File: config.mk
export PLATFORM = sky130hd
export DESIGN_NAME = sram_dp_ctrl
export DESIGN_NICKNAME = d
export VERILOG_FILES = /design/src/rtl/sram_dp_pkg.sv /design/src/rtl/sram_dp_bank.sv /design/src/rtl/sram_dp_ctrl.sv
export SDC_FILE = /design/constraint.sdc
export NUM_CORES = 1
export LEC_CHECK = 0
export ABC_AREA = 1
export BUFFER_PORTS_ARGS = -buffer_cell sky130_fd_sc_hd__clkbuf_2
export CAP_MARGIN = 20
export CORE_UTILIZATION = 54
export CTS_CLUSTER_DIAMETER = 80
export DETAILED_ROUTE_END_ITERATION = 10
export PLACE_DENSITY = 0.76
export SLEW_MARGIN = 20
export SYNTH_ARGS = -nofsm -noshare
export SYNTH_HDL_FRONTEND = slang
export SYNTH_SLANG_ARGS = --single-unit
File: constraint.sdc
create_clock -name clk -period 1.64 [get_ports clk]
set_clock_uncertainty 0.1 [all_clocks]
set_input_delay 0 -clock clk [delete_from_list [all_inputs] [get_ports clk]]
set_output_delay 0 -clock clk [all_outputs]
set_load 0.05 [all_outputs]
File: src/rtl/sram_dp_pkg.sv
// Shared types and constants for the simple-dual-port SRAM block.
package sram_dp_pkg;

    typedef enum logic {
        CLEAR,
        IDLE
    } state_t;

    localparam int unsigned LANE_W = 8;

    function automatic int unsigned lane_count(input int unsigned data_w);
        return data_w / LANE_W;
    endfunction

endpackage

File: src/rtl/sram_dp_bank.sv
// Storage array: byte-enabled synchronous write, registered synchronous read.
module sram_dp_bank
    import sram_dp_pkg::*;
#(
    parameter int unsigned DATA_W = 8,
    parameter int unsigned ADDR_W = 3,
    parameter int unsigned DEPTH  = 8
) (
    input  logic                          clk,
    input  logic                          we,
    input  logic [ADDR_W-1:0]             waddr,
    input  logic [lane_count(DATA_W)-1:0] wbe,
    input  logic [DATA_W-1:0]             wdata,
    input  logic                          re,
    input  logic [ADDR_W-1:0]             raddr,
    output logic [DATA_W-1:0]             rdata
);

    localparam int unsigned LANES = lane_count(DATA_W);

    logic [DATA_W-1:0] mem [DEPTH];

    // Callers only assert we/re with in-range addresses.
    always_ff @(posedge clk) begin
        if (we) begin
            for (int unsigned i = 0; i < LANES; i++) begin
                if (wbe[i]) begin
                    mem[waddr][i*LANE_W +: LANE_W] <= wdata[i*LANE_W +: LANE_W];
                end
            end
        end
        if (re) begin
            rdata <= mem[raddr];
        end
    end

endmodule

File: src/rtl/sram_dp_ctrl.sv
// Simple-dual-port SRAM controller: clear sweep FSM, range checks,
// write-first collision bypass, 1/2-cycle read pipeline with valid strobe.
module sram_dp_ctrl
    import sram_dp_pkg::*;
#(
    parameter int unsigned DATA_W = 8,
    parameter int unsigned ADDR_W = 3,
    parameter int unsigned DEPTH  = 8,
    parameter int unsigned RD_LAT = 1
) (
    input  logic                          clk,
    input  logic                          rst,
    input  logic                          clr,
    input  logic                          wr_en,
    input  logic [ADDR_W-1:0]             wr_addr,
    input  logic [lane_count(DATA_W)-1:0] wr_be,
    input  logic [DATA_W-1:0]             wr_data,
    input  logic                          rd_en,
    input  logic [ADDR_W-1:0]             rd_addr,
    output logic [DATA_W-1:0]             rd_data,
    output logic                          rd_valid,
    output logic                          ready
);

    localparam int unsigned       LANES   = lane_count(DATA_W);
    localparam logic [ADDR_W:0]   DEPTH_X = (ADDR_W+1)'(DEPTH);
    localparam logic [ADDR_W-1:0] LAST    = ADDR_W'(DEPTH - 1);

    state_t            state, state_nx;
    logic [ADDR_W-1:0] cnt, cnt_nx;

    logic              wr_in, rd_in, accept_wr, accept_rd;
    logic              bank_we;
    logic [ADDR_W-1:0] bank_waddr;
    logic [LANES-1:0]  bank_wbe;
    logic [DATA_W-1:0] bank_wdata, bank_rdata;
    logic [DATA_W-1:0] wr_mask;

    logic              s1_valid, s1_zero;
    logic [DATA_W-1:0] s1_mask, s1_byp, s1_data;

    assign wr_in = {1'b0, wr_addr} < DEPTH_X;
    assign rd_in = {1'b0, rd_addr} < DEPTH_X;

    always_ff @(posedge clk or negedge rst) begin
        if (!rst) begin
            state <= CLEAR;
            cnt   <= '0;
        end else begin
            state <= state_nx;
            cnt   <= cnt_nx;
        end
    end

    always_comb begin
        state_nx   = state;
        cnt_nx     = cnt;
        ready      = 1'b0;
        accept_wr  = 1'b0;
        accept_rd  = 1'b0;
        bank_we    = 1'b0;
        bank_waddr = wr_addr;
        bank_wbe   = wr_be;
        bank_wdata = wr_data;
        case (state)
            CLEAR: begin
                bank_we    = 1'b1;
                bank_waddr = cnt;
                bank_wbe   = '1;
                bank_wdata = '0;
                if (cnt == LAST) begin
                    state_nx = IDLE;
                    cnt_nx   = '0;
                end else begin
                    cnt_nx = cnt + 1'b1;
                end
            end
            IDLE: begin
                ready = 1'b1;
                if (clr) begin
                    state_nx = CLEAR;
                    cnt_nx   = '0;
                end else begin
                    accept_wr = wr_en && wr_in;
                    accept_rd = rd_en;
                    bank_we   = accept_wr;
                end
            end
        endcase
    end

    always_comb begin
        wr_mask = '0;
        for (int unsigned i = 0; i < LANES; i++) begin
            wr_mask[i*LANE_W +: LANE_W] = {LANE_W{wr_be[i]}};
        end
    end

    sram_dp_bank #(
        .DATA_W (DATA_W),
        .ADDR_W (ADDR_W),
        .DEPTH  (DEPTH)
    ) u_bank (
        .clk   (clk),
        .we    (bank_we),
        .waddr (bank_waddr),
        .wbe   (bank_wbe),
        .wdata (bank_wdata),
        .re    (accept_rd && rd_in),
        .raddr (rd_addr),
        .rdata (bank_rdata)
    );

    // s1_zero resets high so the unreset bank output never reaches rd_data.
    always_ff @(posedge clk or negedge rst) begin
        if (!rst) begin
            s1_valid <= 1'b0;
            s1_zero  <= 1'b1;
            s1_mask  <= '0;
            s1_byp   <= '0;
        end else begin
            s1_valid <= accept_rd;
            if (accept_rd) begin
                s1_zero <= !rd_in;
                s1_mask <= (accept_wr && (wr_addr == rd_addr)) ? wr_mask : '0;
                s1_byp  <= wr_data;
            end
        end
    end

    assign s1_data = s1_zero ? '0 : ((bank_rdata & ~s1_mask) | (s1_byp & s1_mask));

    if (RD_LAT == 2) begin : g_lat2
        logic [DATA_W-1:0] out_q;
        logic              out_v;

        always_ff @(posedge clk or negedge rst) begin
            if (!rst) begin
                out_q <= '0;
                out_v <= 1'b0;
            end else begin
                out_v <= s1_valid;
                if (s1_valid) begin
                    out_q <= s1_data;
                end
            end
        end

        assign rd_data  = out_q;
        assign rd_valid = out_v;
    end else begin : g_lat1
        assign rd_data  = s1_data;
        assign rd_valid = s1_valid;
    end

endmodule

Yosys cells after proc, flatten, opt, wreduce, memory -nomap -nowiden

Memory sizes are Yosys's and may differ from the RTL's. A register that Yosys moved wholly into a read port is not among the register bits.
Cells that the tools add are included.

Reductions and logical operators: 1
Equal/unequal tests: 3
Bitwise logic cells: 5
Mux-type cells: 20
Add/sub/neg operators: 1

Operator list:

| cell                  | count |
|---|---|
| $mux W8               | 3 |
| $and A8 B8 Y8         | 2 |
| $mux W1               | 11 |
| $mux W3               | 3 |
| $not A8 Y8            | 1 |
| $or A8 B8 Y8          | 1 |
| $pmux W3 S2           | 1 |
| $pmux W1 S2           | 2 |
| $add A3 B1 Y3 const B | 1 |
| $eq A3 B3 Y1          | 1 |
| $eq A3 B3 Y1 const B  | 1 |
| $ne A2 B2 Y1 const B  | 1 |
| $logic_and A1 B1 Y1   | 1 |
| $not A1 Y1            | 1 |

Bits in writable memories: 64
Output and inout bits: 10
Word-level logic and storage cells: 37
Memories kept: 1
Bits in registers: 22
Input bits: 20

Memory list:

| memory     | depth | bits a word | read ports | clocked after memory_dff | wr ports | RTL line           | text |
|---|---|---|---|---|---|---|---|
| u_bank.mem | 8     | 8           | 1          | 1                        | 1        | sram_dp_bank.sv:21 | `logic [DATA_W-1:0] mem [DEPTH];` |

Longest topological paths before layout

Gate-level depths: netlist of run 1.

Depth after elaboration: 4
Gate-level depth with buffers: 8

Cells and area by module

From an unflattened synthesis of run 1, not the netlist that was laid out.

Cells, all modules: 436
Area total of the unflattened synthesis: 4036.4 µm²

Modules (own cells, without submodules):

| module       | instances | cells an instance | sequential area each (µm²) | area an instance (µm²) |
|---|---|---|---|---|
| sram_dp_bank | 1         | 302               | 2162.1                     | 3131.8 |
| sram_dp_ctrl | 1         | 134               | 376.6                      | 904.6 |

Least setup slack after synthesis of run 1

No wires, ideal clock.

Kind: register -> register
From: register state
To: memory u_bank.mem[3][0] (enable)
Data arrival time: 1498 ps
Required time: 1170 ps
Cell stages (with the launch flop): 6
Path buffers: 1
Path slack: -328 ps
Library setup time: 370 ps
Path through: dfrtp_1 buf_4 inv_2 nand2_1 nand3_1 nor2_1

Word-level cells in the longest chain between the ends: 4

Ends and longest elaborated chain:

| item                                   | RTL line                               | text |
|---|---|---|
| start, declared                        | sram_dp_ctrl.sv:29                     | `state_t state, state_nx;` |
| start signal, assigned                 | sram_dp_ctrl.sv:50                     | `state <= state_nx;` |
| $not A1 Y1 or $mux W1 (tied branches)  | --                                     |  |
| $pmux W1 S2 or $mux W1 (tied branches) | sram_dp_ctrl.sv:65, sram_dp_bank.sv:27 |  |
| $mux W1                                | sram_dp_bank.sv:25                     | `if (we) begin` |
| $mux W1 (implied by the code)          | sram_dp_bank.sv:28                     | `mem[waddr][i*LANE_W +: LANE_W] <= wdata[i*LANE_W +: LANE_W];` |
| end, declared                          | sram_dp_bank.sv:21                     |  |

Several ways; a longest one is shown, not always the timed one.

Final worst setup path of run 1

From: register state
To: memory u_bank.mem[6][2] (enable)

The elaborated chain is that of the path after synthesis.

==> results.tsv, run 1 <==
stage	metric	value	unit
sta	slew_headroom	72.1	%
pwr	p_leak	2.24	nW
sta	hold_ws	-0.000589	ns
global_routing	grt_max_degree	34	
global_routing	grt_pass1_vias	2707	
drt	final_antenna_net_count	0	
floorplan	die_area	7800	um^2
finish	final_area	4640	um^2
drt	vias	2871	
yosys	netlist.area_leader.share	53.7	%
critical_path	critPathKind	reg2reg	
pwr	ir_drop	0.815	mV
global_routing	grt-ovfl-total	0	
floorplan	fp.dieW	88.3	um
yosys	ys_seq_area_share	63.1	%
finish	drive_gt1_share	16.9	%
critical_path	endpoint_kind	flop	
pwr	p_per_area	1670	nW/um^2
drt	drc	2	
yosys	netlist_area	4020	um^2
yosys	netlist_instances	430	
clocking	clk_path_buf_depth	2	
floorplan	die_h	88.3	um
placement	placed_area	4290	um^2
drt	vias_per_cell	4.96	
clocking	htree_levels	3	
finish	antenna_cells	0	
yosys	ys_types	23	
critical_path	timing.rr.end	u_bank.mem[6][2]	
yosys	avgSynthCellArea	9.35	um^2
drt	wirelength	8730	um
yosys	syn-num-nets	452	
clocking	clk_pin_slew_worst_paths	0.09	ns
sta	timing.fmax	629	MHz
drt	drt-pass1-iter-count	8	
floorplan	fp-row-count	31	
finish	final_cell_mix	164 x nand2_1, 82 x inv_1, 72 x edfxtp_1	
critical_path	critPathArrivalTime	1.53	ns
sta	hold_viol	1	
clocking	cts_root_buf	clkbuf_8	
critical_path	startpoint_type	flop	
finish	layout_commonest_cell	nand2_1	
drt	drtIter0Drc	219	
yosys	synth.area.top_cells	edfxtp_1 54%, nand2_1 16%, dfrtp_1 8.7%	
sta	rsz0062_at_grt	true	
clocking	clock_latency	0.35	ns
placement	gp_congestion	0.862	
sta	setup_viol	0	
critical_path	cp_max_fo	9	
yosys	yosys.area.top_type	edfxtp_1	
global_routing	grt_antenna_before_repair	0	
job	drv_cap	0	
worst_hold_path	hold_class	in2async	
status	status	complete, but fails checks	
clocking	cts_tree	done	
clocking	cts_sinks	87	
floorplan	io_pins	30	
finish	syn2layout_area_growth	15.4	%
drt	routedWlPerCell	15.1	um
pwr	total_power	7.77	mW
yosys	ys_ff_latch	87	
sta	period_share	96.9	%
sta	worst_pin_slew	0.419	ns
critical_path	regToRegSetupSlack	0.05	ns
yosys	yosys_warnings	0	
placement	dp_hpwl	5910	um
critical_path	r2r_start	state	
floorplan	core	7210	um^2
status	violations	DRC, hold timing	
sta	drv_slew	0	
placement	port_buffers	29	
critical_path	cp.required	1.58	ns
critical_path	r2r_cells	3	
finish	nNetsFinal	497	
sta	finalCriticalPeriod	1.59	ns
floorplan	start_util	55.8	%
global_routing	grt_pass1_wl	13200	um
clocking	cts_buffers	9	
global_routing	grt.total_usage	23.9	%
per-layer routing:
metal | vias up | GRT usage (%) | wire, um
li1 | 1414 | - | -
met2 | 101 | 39.2 | 4340
met4 | 0 | 8.21 | 177
met3 | 20 | 6.06 | 479
met1 | 1336 | 31.1 | 3730
met5 | - | 0 | 0
metrics by stage:
stage | TNS (ns) | worst slack (ns) | hold WS (ns) | instances | utilization, %
2_1_floorplan | -0.171 | -0.0112 | -0.396 | 430 | -
3_3_place_gp | 0 | 0.0282 | -0.174 | 548 | 59.4
3_5_place_dp | 0 | 0.00230 | -0.163 | 548 | 59.4
4_1_cts | 0 | 0.0181 | 0.00718 | 579 | 64.3
5_1_grt | -0.0727 | -0.00895 | 0.0162 | 579 | 64.4
6_report | 0 | 0.0506 | -0.000589 | 579 | 64.4
cells in the mapped netlist, drive strengths merged:
cell type and count:
buf 15, nand3 36, edfxtp 72, xnor2 1
dfrtp 14, o21ai 4, dfstp 1, nor2 11
clkinv 1, clkbuf 1, ha 2, inv 86
nand2 177, o22ai 1, a21oi 8
power breakdown:
| part | total (mW) | switching, mW | internal, mW |
|---|---|---|---|
| clock network | 1.45 | 0.748 | 0.705 |
| registers | 3.74 | 0.272 | 3.47 |
| logic | 2.58 | 1.88 | 0.695 |
| total | 7.77 | 2.90 | 4.87 |
sequential cells by signal, summed over array words and instances, names as in the netlist:
signal        count
s1_mask           1
s1_byp            8
cnt               3
u_bank.mem       64
u_bank.rdata      8
rd_valid          1
state             1
s1_zero           1
kinds of logic (layout without fill, tap and decap cells):
group	after synthesis	count (layout)	share of synthesized area, %
flops	87	87	63.1
xor+xnor	1	1	0.218
compound gates	13	13	1.65
buf+inv	103	153	11.6
fa+ha+maj	2	2	0.622
simple gates	224	224	22.8
critical path: stages (launching register included):
cell and delay, ns:
dfrtp_2 0.49, o21ai_2 0.23, nand2_1 0.18, nor2_4 0.27
repair_timing:
action                                  in CTS  in global routing
hold buffers                                15                  0
endpoints found under the setup margin      16                 38
pin swaps                                    1                  2
buffers inserted                             0                  0
gates cloned                                 0                  0
endpoints found under the hold margin       32                  0
gates resized for setup                      2                 10
how the worst max path moves through the flow:
stage | startpoint | endpoint | cells after the start
after floorplan | state | u_bank.mem[6][0] | 4
after global placement | state | u_bank.mem[0][1] | 3
after detailed placement | state | u_bank.mem[6][5] | 3
after CTS | s1_mask[6] | rd_data[4] | 4
after global routing | state | u_bank.mem[5][0] | 3
final | state | u_bank.mem[6][2] | 3
layout make-up:
cell class                 count  area, um^2
fill                         579        2570
sequential                    87        2540
multi-input combinational    240        1110
timing repair buffer          50         348
inverter                      87         329
clock buffer                  11         131
tap                           99         124
clock inverter                 5        58.8
Note: power is estimated with default switching activity, not from simulation.
==> inputs of run 2 (changes only) <==
--- a/config.mk
+++ b/config.mk
@@ -15,4 +15,5 @@
 export SLEW_MARGIN = 20
 export SYNTH_ARGS = -nofsm -noshare
 export SYNTH_HDL_FRONTEND = slang
+export SYNTH_HIERARCHICAL = 1
 export SYNTH_SLANG_ARGS = --single-unit
==> run 2 against run 1 <==
Net effect: the flow finishes with violations (setup timing); die area rose by 0.33%; non-clock buffer count is 17 higher; critical endpoint is now u_bank/mem[0][7]; maximum frequency decreased by 3.4%; wire length is 0.80% higher; largest cell class unchanged.
==> results.tsv, run 2 <==
stage	metric	value	unit	change
sta	finalCriticalPeriod	1.65	ns	+0.0567 ns
finish	fin_cells	602		+4.0%
finish	largest_reg_flops	64		unchanged
worst_hold_path	hold_path_startpoint	rd_addr[2]		
status	status	complete, but fails checks		
floorplan	die_h	88.5	um	+0.16%
critical_path	timing.rr.end	u_bank/mem[0][7]		
placement	port_buffers	29		unchanged
critical_path	path_buf_inv	2		+2
yosys	synth_top_family_by_area	simple AND/OR/NAND/NOR gates		
critical_path	max_stage_delay	0.47	ns	-0.02 ns
critical_path	cp_slowest_cell	dfrtp_2		
yosys	yosysMostFrequentCell	nand2_1		
sta	hold_viol	0		-1
status	violations	setup timing		
pwr	p_leak	2.34	nW	+4.7%
critical_path	path_delay_family	simple AND/OR/NAND/NOR gates		
clocking	clk_path_buf_depth	2		unchanged
floorplan	core	7250	um^2	+0.54%
critical_path	critPathKind	reg2reg		
critical_path	critPathArrivalTime	1.59	ns	+0.06 ns
floorplan	fp.dieW	88.5	um	+0.16%
finish	syn2layout_area_growth	18.3	%	
finish	reg.largest.list	u_bank/mem (64), s1_byp (8), u_bank/rdata (8)		
yosys	synth-simple-area-share	22.7	%	-0.078 points
global_routing	grt_max_degree	33		-2.9%
pwr	p_clk_share	18.0	%	-0.7 points
drt	drt-pass1-iter-count	6		-2
yosys	synth-edff-count	72		unchanged
finish	drive_gt1_share	16.9	%	+0.024 points
sta	worst_pin_slew	0.652	ns	+0.233 ns
sta	setup_viol	12		+12
global_routing	grt_pass1_vias	2708		+0.037%
clocking	cts_root_buf	clkbuf_8		
pwr	p_int	5.08	mW	+4.4%
job	drv_cap	0		unchanged
clocking	cts_sinks	87		unchanged
sta	slew_headroom	56.4	%	-16 points
pwr	power_frac_seq	46.6	%	-1.5 points
yosys	ys_ff_latch	87		unchanged
floorplan	start_util	55.6	%	-0.11 points
drt	vias_per_cell	4.93		-0.67%
finish	top_register	u_bank/mem		
finish	antenna_cells	0		unchanged
sta	setup_slack	-0.00608	ns	-0.0567 ns
pwr	p_sw_share	36.1	%	-1.2 points
yosys	ys_async_sr_fraction	17.2	%	unchanged
global_routing	grt_pass1_wl	13200	um	-0.32%
clocking	cts_tree	done		
placement	dp_hpwl	5830	um	-1.3%
finish	final_area	4780	um^2	+2.9%
yosys	ys.flop_type	edfxtp_1		
worst_hold_path	hold_class	in2reg		
clocking	htree_levels	3		unchanged
finish	final_cell_mix	175 x nand2_1, 85 x inv_1, 72 x edfxtp_1		
global_routing	grt_antenna_before_repair	0		unchanged
floorplan	fp-row-count	31		unchanged
pwr	ir_drop	1.10	mV	+35%
worst_hold_path	whs_endpoint	u_bank/rdata[5]		
critical_path	crit_cells	5		+2
critical_path	startpoint_type	flop		
drt	drtIter0Drc	250		+14%
sta	rsz0062_at_grt	true		
critical_path	path_cells	inv_4 > or2_1 > nand3b_1 > buf_6 > nor2_4		
sta	drv_slew	0		unchanged
floorplan	die_area	7820	um^2	+0.33%
clocking	cts_buffers	9		unchanged
pwr	p_per_area	1660	nW/um^2	-0.51%
yosys	synth.area.top_cells	edfxtp_1 54%, nand2_1 17%, dfrtp_1 8.7%		
yosys	syn-num-nets	458		+1.3%
yosys	synth_compound_area_share	1.80	%	+0.15 points
critical_path	cp_max_fo	8		-1
pwr	power.switching	2.87	mW	-1.1%
drt	wirelength	8800	um	+0.80%
clocking	clk_pin_slew_worst_paths	0.08	ns	about the same
yosys	netlist_area	4040	um^2	+0.34%
finish	layout_commonest_cell	nand2_1		
floorplan	io_pins	30		unchanged
global_routing	grt.total_usage	23.9	%	+0.050 points
placement	dp_cells	565		+3.1%
drt	drc	0		-2
critical_path	cp.required	1.58	ns	about the same
yosys	yosys.area.top_type	edfxtp_1		
placement	placed_area	4330	um^2	+0.88%
critical_path	r2r_start	state		
yosys	synth_xor_area_share	0	%	-0.22 points
yosys	ys_types	21		-8.7%
pwr	power_frac_comb	35.4	%	+2.2 points
critical_path	r2r_cells	5		+2
yosys	ys_seq_area_share	62.9	%	-0.22 points
yosys	yosys_warnings	6		+6
placement	gp_congestion	0.892		+3.5%
clocking	clock_latency	0.36	ns	about the same
global_routing	grt-ovfl-total	0		unchanged
yosys	avgSynthCellArea	9.26	um^2	-1.0%
drt	routedWlPerCell	14.6	um	-3.0%
worst_hold_path	whs_path_depth	3		
critical_path	endpoint_kind	flop		
yosys	netlist_instances	436		+1.4%
finish	nNetsFinal	520		+4.6%
critical_path	regToRegSetupSlack	-0.006	ns	-0.06 ns
yosys	synthAdderAreaFrac	0.620	%	-0.0021 points
sta	timing.fmax	608	MHz	-3.4%
drt	vias	2965		+3.3%
yosys	synth_top_cells_by_count	178 x nand2_1, 86 x inv_1, 72 x edfxtp_1		
yosys	synthMuxAreaShare	0	%	unchanged
drt	final_antenna_net_count	0		unchanged
yosys	netlist.area_leader.share	53.6	%	-0.18 points
sta	period_share	100	%	+3.5 points
-- run 2: repair_timing --
| item | in CTS | in global routing |
|---|---|---|
| resized for setup | 7 | 17 |
| pin swaps | 1 | 3 |
| cloned | 0 | 0 |
| buffers inserted | 1 | 2 |
| setup endpoints to repair | 53 | 64 |
| hold buffers | 18 | 0 |
| endpoints found under the hold margin | 27 | 0 |
-- run 2: power by group through the flow --
stage	sequential [mW]	combinational (mW)	clock (mW)
6_report	3.70	2.81	1.43
5_1_grt	3.77	3.10	1.53
4_1_cts	3.69	2.58	1.44
3_5_place_dp	3.74	2.47	0
3_3_place_gp	3.72	2.37	0
2_1_floorplan	3.70	1.71	0
-- run 2: worst reg2reg max path, cell delays in order (launching register included) --
cell and delay [ns]:
dfrtp_2 0.47, inv_4 0.09, or2_1 0.16, nand3b_1 0.12, buf_6 0.16, nor2_4 0.23
-- run 2: metrics by stage --
step	hold WS [ns]	worst slack, ns	total power, mW	TNS, ns	util (%)
2_1_floorplan	-0.396	-0.226	5.41	-12.78	-
3_3_place_gp	-0.159	-0.00705	6.09	-0.0510	59.6
3_5_place_dp	-0.161	-0.0252	6.21	-0.483	59.6
4_1_cts	0.00623	0.00674	7.71	0	65.1
5_1_grt	0.0419	-0.0512	8.40	-1.41	65.8
6_report	0.0146	-0.00608	7.95	-0.0496	65.8
-- run 2: cell families after synthesis --
kind of cell             count (synthesis)
AO/OA/AOI/OAI                           14
adder cells (fa/ha/maj)                  2
buffers and inverters                  106
flip-flops                              87
AND/OR/NAND/NOR                        227
-- run 2: worst max-delay path by stage --
stage,end,slack (ns),startpoint
after floorplan,u_bank/mem[2][0],-0.23,state
after global placement,u_bank/mem[2][6],-0.007,state
after detailed placement,u_bank/mem[0][6],-0.03,state
after CTS,rd_data[4],0.007,s1_mask[6]
after global routing,u_bank/mem[0][0],-0.05,state
final,u_bank/mem[0][7],-0.006,state
-- run 2: layer usage --
layer / vias up / share of wire (%) / global-route usage [%] / wire length (um)
met1: 1377 / 41 / 30.7 / 3640
met5: - / 0 / 0 / 0
met2: 106 / 49 / 37.7 / 4340
met4: 0 / 2.6 / 12.2 / 229
met3: 18 / 6.6 / 6.44 / 582
li1: 1464 / - / - / -
-- run 2: cell type report --
| type | instances | area [um^2] |
|---|---|---|
| Clock buffer | 11 | 131 |
| Clock inverter | 5 | 56.3 |
| Fill cell | 582 | 2480 |
| Inverter | 90 | 348 |
| Multi-Input combinational cell | 243 | 1070 |
| Sequential cell | 87 | 2540 |
| Tap cell | 99 | 124 |
| Timing Repair Buffer | 67 | 505 |
